File: config.mk
export PLATFORM = sky130hd
export DESIGN_NAME = pipe_stage_buf
export DESIGN_NICKNAME = d
export VERILOG_FILES = /design/src/rtl/pipe_pkg.sv /design/src/rtl/sat_counter.sv /design/src/rtl/pipe_stage_buf.sv
export SDC_FILE = /design/constraint.sdc
export NUM_CORES = 1
export LEC_CHECK = 0
export CAP_MARGIN = 10
export CORE_MARGIN = 5
export CORE_UTILIZATION = 31
export CTS_CLUSTER_DIAMETER = 120
export CTS_CLUSTER_SIZE = 30
export DETAILED_ROUTE_END_ITERATION = 16
export PLACE_DENSITY = 0.6
export SETUP_SLACK_MARGIN = 0.1
export SLEW_MARGIN = 20
export SYNTH_ARGS = -nofsm -noshare
export SYNTH_HDL_FRONTEND = slang
export SYNTH_SLANG_ARGS = --single-unit
File: constraint.sdc
create_clock -name clk -period 2.25 [get_ports clk]
set_input_delay 0.3375 -clock clk [delete_from_list [all_inputs] [get_ports clk]]
set_output_delay 0.3375 -clock clk [all_outputs]
set_load 0.005 [all_outputs]
File: src/rtl/pipe_pkg.sv
// Shared types and constants for the elastic pipeline-stage buffers.
package pipe_pkg;

   localparam int PC_W   = 32;
   localparam int INST_W = 32;

   // RISC-V addi x0,x0,0 so a reset stage register looks like a bubble
   localparam logic [INST_W-1:0] NOP_INST = 32'h0000_0013;

   typedef enum logic [1:0] {
      ST_EMPTY = 2'd0,
      ST_BUSY  = 2'd1,
      ST_FULL  = 2'd2
   } buf_state_e;

endpackage

File: src/rtl/sat_counter.sv
// Saturating up-counter with synchronous clear, for performance debug.
module sat_counter #(
   parameter int W = 16
) (
   input  logic         clk,
   input  logic         rst,
   input  logic         clr,
   input  logic         inc,
   output logic [W-1:0] count
);

   always_ff @(posedge clk) begin
      if (!rst)
         count <= '0;
      else if (clr)
         count <= '0;
      else if (inc && (count != {W{1'b1}}))
         count <= count + 1'b1;
   end

endmodule

File: src/rtl/pipe_stage_buf.sv
// Two-entry elastic stage register (main + skid) with registered ready,
// synchronous flush and stall/bubble counters.
module pipe_stage_buf
   import pipe_pkg::*;
#(
   parameter int               WIDTH      = 64,
   parameter logic [WIDTH-1:0] RESET_DATA = {WIDTH{1'b0}},
   parameter int               CNT_W      = 16
) (
   input  logic             clk,
   input  logic             rst,
   input  logic             flush,
   input  logic             cnt_clr,
   input  logic             in_valid,
   output logic             in_ready,
   input  logic [WIDTH-1:0] in_data,
   output logic             out_valid,
   input  logic             out_ready,
   output logic [WIDTH-1:0] out_data,
   output logic [1:0]       occupancy,
   output logic [CNT_W-1:0] stall_cnt,
   output logic [CNT_W-1:0] bubble_cnt
);

   buf_state_e       state, state_nxt;
   logic [WIDTH-1:0] main_q, skid_q;
   logic             main_ld, main_from_skid, skid_ld;
   logic             in_fire, out_fire;

   assign in_fire  = in_valid & in_ready;
   assign out_fire = out_valid & out_ready;

   always_comb begin
      state_nxt      = state;
      main_ld        = 1'b0;
      main_from_skid = 1'b0;
      skid_ld        = 1'b0;
      case (state)
         ST_EMPTY: begin
            if (in_fire) begin
               state_nxt = ST_BUSY;
               main_ld   = 1'b1;
            end
         end
         ST_BUSY: begin
            case ({in_fire, out_fire})
               2'b10: begin
                  state_nxt = ST_FULL;
                  skid_ld   = 1'b1;
               end
               2'b01: state_nxt = ST_EMPTY;
               2'b11: main_ld = 1'b1;
               default: ;
            endcase
         end
         ST_FULL: begin
            if (out_fire) begin
               state_nxt      = ST_BUSY;
               main_ld        = 1'b1;
               main_from_skid = 1'b1;
            end
         end
         default: state_nxt = ST_EMPTY;
      endcase
      // Squash drops any incoming beat; an outgoing beat already left.
      if (flush) begin
         state_nxt = ST_EMPTY;
         main_ld   = 1'b0;
         skid_ld   = 1'b0;
      end
   end

   always_ff @(posedge clk) begin
      if (!rst) begin
         state    <= ST_EMPTY;
         in_ready <= 1'b1;
         main_q   <= RESET_DATA;
         skid_q   <= RESET_DATA;
      end else begin
         state    <= state_nxt;
         in_ready <= (state_nxt != ST_FULL);
         if (main_ld)
            main_q <= main_from_skid ? skid_q : in_data;
         if (skid_ld)
            skid_q <= in_data;
      end
   end

   assign out_valid = (state != ST_EMPTY);
   assign out_data  = main_q;

   always_comb begin
      case (state)
         ST_BUSY: occupancy = 2'd1;
         ST_FULL: occupancy = 2'd2;
         default: occupancy = 2'd0;
      endcase
   end

   sat_counter #(.W(CNT_W)) u_stall_cnt (
      .clk   (clk),
      .rst   (rst),
      .clr   (cnt_clr),
      .inc   (out_valid & ~out_ready),
      .count (stall_cnt)
   );

   sat_counter #(.W(CNT_W)) u_bubble_cnt (
      .clk   (clk),
      .rst   (rst),
      .clr   (cnt_clr),
      .inc   (~out_valid & out_ready),
      .count (bubble_cnt)
   );

endmodule

Word level (Yosys, flattened, before mapping)
Cells that the tools add are included.
Widths: inputs -> output; s select.
Word-level totals
  flip-flop bits (word level): 163
  input bits: 70
Operators by class
  muxes and demuxes: 16
  reduce and logical (&&, ||, !) cells: 5
  equality and inequality tests: 8
  bitwise gates (word level): 7
  $add $sub $neg: 2
Operators by type and width (number)
  $mux 64: 1
  $add 16x1->16 const B: 2
  $ne 16x16->1 const B: 2
  $mux 1: 8
  $pmux 2 s2: 2
  $eq 2x2->1 const B: 3
  $mux 2: 3
  $pmux 2 s3: 1
  $and 1x1->1: 4
  $eq 2x1->1 const B: 2
  $not 1->1: 3
  $pmux 1 s3: 1
  $logic_and 1x1->1: 2
  $logic_not 2->1: 1
  $ne 2x2->1 const B: 1
  $reduce_bool 2->1: 1
  $reduce_or 2->1: 1

Longest topological paths before layout
Gate-level depths: netlist of run 1.
  depth in word-level cells: 7
  depth in mapped cells: 7
  gate-level depth less buffers: 5

Modules after synthesis
From an unflattened synthesis of run 1, not the netlist that was laid out.
Second synthesis, totals
  cells, all modules: 840
  area total of the unflattened synthesis: 6936.7 um^2
By module, submodules not included
  pipe_stage_buf: seq. area each 2622.5 um^2, cells each 658, area an instance 5207.5 um^2, times used 1
  sat_counter: seq. area each 320.3 um^2, cells each 91, area an instance 864.6 um^2, times used 2

Worst setup path before layout of run 1
Ideal clock, no wire load.
  path kind: register -> register
  from: register u_bubble_cnt.count[0]
  to: register u_bubble_cnt.count[12]
  arrival time: 1.821 ns
  cell stages (with the launch flop): 7
  required time: 2.190 ns
  path buffers: 1
  path slack: 0.369 ns
  cell sequence: dfxtp_1 -> ha_1 -> nand4bb_1 -> or3_1 -> buf_2 -> or4_1 -> nand2_1
On the way
  word-level cells in the longest chain between the ends: 2
  elaborated cells between the ends (all ways): 3
  those cells by class: add/sub: 1; eq/ne: 1; reduce/logical: 1
RTL lines
  start, declared: RTL line sat_counter.sv:9  | output logic [W-1:0] count
  start signal, assigned: RTL line sat_counter.sv:18  | count <= count + 1'b1;
  branches (longest 2 deep; another with $add 16x1->16)
Several ways; the timed one is not identified.
A chain may end at the register's enable or synchronous reset.

Final worst setup path of run 1
  from: register state[1]
  to: output port occupancy[1]
On the way
  word-level cells in the longest chain between the ends: 2
  elaborated cells between the ends (all ways): 3
  those cells by class: eq/ne: 2; mux: 1
RTL lines
  start, declared: RTL line pipe_stage_buf.sv:25  | buf_state_e state, state_nxt;
  start signal, assigned: RTL line pipe_stage_buf.sv:80  | state <= state_nxt;
  $eq 2x2->1 / $eq 2x1->1 (equally long branches): RTL line pipe_stage_buf.sv:93  | case (state)
  $pmux 2 s2 *: RTL line pipe_stage_buf.sv:93
  end, declared: RTL line pipe_stage_buf.sv:20  | output logic [1:0] occupancy,
Mark *: on every way between the ends. The rest lies on a longest branch, timed or not.

==> reports/results.txt, run 1 <==
Status -> finished, final reports clean
Antenna diode count -> 0
Period utilisation layout -> 0.9069
Worst slew margin -> 0.4010
Post-synth top area cell -> dfxtp_1
Seq/Total Area, Yosys -> 0.4517
Slowest cell on crit path -> clkdlybuf4s50_1
Rows -> 55
Chip width -> 162.7 µm
Worst Tran Pin Value -> 0.8985 ns
Post-layout nets -> 1073
Setup_tns -> 0 ns
Fillers -> 2257
Area contributors post-synth -> dfxtp_1 (45%), nand2_1 (11%), nand3_1 (9.7%)
Req. time, crit path -> 1.91 ns
Post-synthesis average cell area -> 8.352 µm²
Syn Nets -> 937
Pleak -> 4.033 nW
Total Power -> 6.688 mW
Gr usage total -> 0.1580
Hold Path Class -> in2reg
CTS tree -> built
Via/cell ratio -> 5.071
Share of cells above drive strength 1 -> 0.07002
Post-synth top area share -> 0.4517
Largest net degree at the start of global routing -> 92
Area grow syn2layout -> 36.13%
Library cells used by synthesis -> 49
I/O Pins -> 170
CTS buffer count -> 17
CP Data Arrival Time -> 1.70 ns
CP Cell Sequence -> nor2b_4 -> clkdlybuf4s50_1
Hold Crit Start -> out_ready
Max-Cap Viols -> 0
Starting Density -> 0.3172
EDFF count, synth -> 0
DRT antenna net count -> 0
Crit path kind -> reg2out
GPL Wtd Cong -> 0.7868
Clk slew on worst S/H paths -> 0.06 ns
CP bufs+invs -> 1
Post-DP HPWL -> 13060 µm
Worst Skew -> 0.01168 ns
Routed wire per std cell -> 15.78 µm
F_max -> 490.1 MHz
Critical Path Max Stage Delay -> 0.53 ns
Clock latency on the worst-skew pair -> 0.42 ns
Startpoint types -> register
Die H -> 162.7 µm
DRC Markers -> 0
First-pass GRT wire length -> 34240 µm
RSZ-0062 raised after global routing -> no
Hold path endpoint -> state[1]$_SDFF_PN0_
Htree depth -> 4
Routed vias -> 6729
Drt total wl -> 20950 µm
Grt ovf -> 0
Min Tclk post-route -> 2.040 ns
Warnings from Yosys -> 0
Initial antenna violation count -> 0
Syn Inst Count -> 865
Final setup violation count -> 0
Postcts setup bufs -> 0
Deepest clock path buffer count -> 2
Post-Syn Area -> 0.007224 mm²
Final hold violations -> 0
Hold Path Stages -> 2
Pwr/cell area -> 680.0 mW/mm²
FF-to-FF path depth -> 5
R2r setup slk -> 0.26 ns
Post-synth top flop -> dfxtp_1
TritonRoute pass-1 iters -> 5
Port bufs -> 169
Reg-to-reg endpoint -> u_bubble_cnt.count[12]$_SDFFE_PP0P_
Die ar. -> 0.02646 mm²
Asr flop ratio synth -> 0
Seq cells post-synth -> 163
Clk sinks -> 163
DRT iter0 DRCs -> 389
VDD IR max -> 0.0004400 V
Vias in the first global route -> 6448
Placeable core area -> 0.02278 mm²
Crit end category -> output port
Top-count cell post-synth -> nand2_1
Reg2Reg Launch Point -> u_bubble_cnt.count[1]$_SDFFE_PP0P_
Crit-path leading delay family -> buffers and inverters
Max Slew Vio Count -> 0
Tightest hold margin -> 0.2998 ns
Post-synth top cells -> nand2_1 (215), dfxtp_1 (163), nand3_1 (140)
CTS root buffer -> clkbuf_16
CP Max Fanout -> 15
==> state kept, by name, summed over array words and instances, names as in the netlist <==
| name | count |
|---|---|
| u_stall_cnt.count | 16 |
| state | 2 |
| u_bubble_cnt.count | 16 |
| in_ready | 1 |
| skid_q | 64 |
| out_data | 64 |
==> routing by layer <==
metal	share of wire	GRT usage
met1	0.47	0.2097
met2	0.46	0.2567
met3	0.057	0.04252
met4	0.014	0.03851
met5	0	0
==> area by class of cell <==
| type | count | area, µm² | share of cell area |
|---|---|---|---|
| flip-flops and latches | 163 | 3266 | 0.3321 |
| clock inverters | 12 | 120.1 | 0.01221 |
| well taps | 313 | 391.6 | 0.03982 |
| repair buffers | 190 | 1904 | 0.1936 |
| multi-input cells | 627 | 3679 | 0.3740 |
| inverters | 2 | 7.507 | 0.0007634 |
| clock buffers | 20 | 466.7 | 0.04746 |
==> timing repair <==
item,4_1_cts,5_1_grt
hold buffers,0,0
setup endpoints to repair,1,0
gates resized for setup,2,0
==> cells by family after synthesis <==
| kind of cell | count (synthesis) | share of synthesized area |
|---|---|---|
| flip-flops | 163 | 0.4517 |
| AO/OA/AOI/OAI | 186 | 0.2071 |
| AND/OR/NAND/NOR | 434 | 0.2878 |
| multiplexers | 4 | 0.005542 |
| XOR/XNOR | 1 | 0.001213 |
| buffers and inverters | 75 | 0.04312 |
| adder cells (fa/ha/maj) | 2 | 0.003463 |
==> placed cells by master, fill, tap and decap left out, types with 3 or more instances in the layout <==
master	count
or2_2	3
clkbuf_16	17
nand2_1	215
a21boi_0	53
dfxtp_1	161
and3_1	5
or3_1	10
a21oi_1	21
o21ai_0	10
clkdlybuf4s50_1	167
buf_4	17
o311ai_0	4
mux2i_1	4
inv_6	4
a31oi_1	3
nor3_1	3
a21boi_1	11
o211a_1	64
or4_1	10
o31ai_1	7
nand3_1	140
nor2_1	10
and4_1	4
nand3b_1	3
clkbuf_8	3
nand4_1	9
buf_12	5
clkinv_4	3
nand2b_1	5
o41ai_1	3
==> worst max path at each step <==
| stage | startpoint | to | slack (ns) | cells after the start |
|---|---|---|---|---|
| after floorplan | u_bubble_cnt.count[0]$_SDFFE_PP0P_ | u_bubble_cnt.count[12]$_SDFFE_PP0P_ | 0.37 | 6 |
| after global placement | in_valid | skid_q[39]$_SDFFE_PN0P_ | 0.05 | 6 |
| after detailed placement | in_valid | skid_q[46]$_SDFFE_PN0P_ | 0.009 | 6 |
| after CTS | state[1]$_SDFF_PN0_ | occupancy[1] | 0.16 | 2 |
| after global routing | state[1]$_SDFF_PN0_ | occupancy[1] | 0.11 | 2 |
| final | state[1]$_SDFF_PN0_ | occupancy[1] | 0.21 | 2 |
==> metrics by stage <==
step | worst slack, ns | util | cells | cell area [µm²]
3_3_place_gp | 0.04993 | 0.4059 | 1295 | 9245
2_1_floorplan | 0.3692 | - | 865 | 7224
5_1_grt | 0.1109 | 0.4318 | 1327 | 9834
4_1_cts | 0.1630 | 0.4318 | 1327 | 9834
6_report | 0.2096 | 0.4318 | 1327 | 9834
3_5_place_dp | 0.008936 | 0.4059 | 1295 | 9245
==> where the power goes <==
part	internal [mW]	switching (mW)
sequential	2.99	0.0630
clock	1.64	1.28
combinational	0.412	0.305
Note: power is estimated with default switching activity, not from simulation.
==> inputs of run 2 (changes only) <==
--- a/config.mk
+++ b/config.mk
@@ -9,9 +9,8 @@
 export CORE_MARGIN = 5
 export CORE_UTILIZATION = 31
 export CTS_CLUSTER_DIAMETER = 120
-export CTS_CLUSTER_SIZE = 30
 export DETAILED_ROUTE_END_ITERATION = 16
-export PLACE_DENSITY = 0.6
+export HOLD_SLACK_MARGIN = 0.15
 export SETUP_SLACK_MARGIN = 0.1
 export SLEW_MARGIN = 20
 export SYNTH_ARGS = -nofsm -noshare
==> results of run 2 <==
The final DEF is identical to that of run 1; final timing and power are the same.
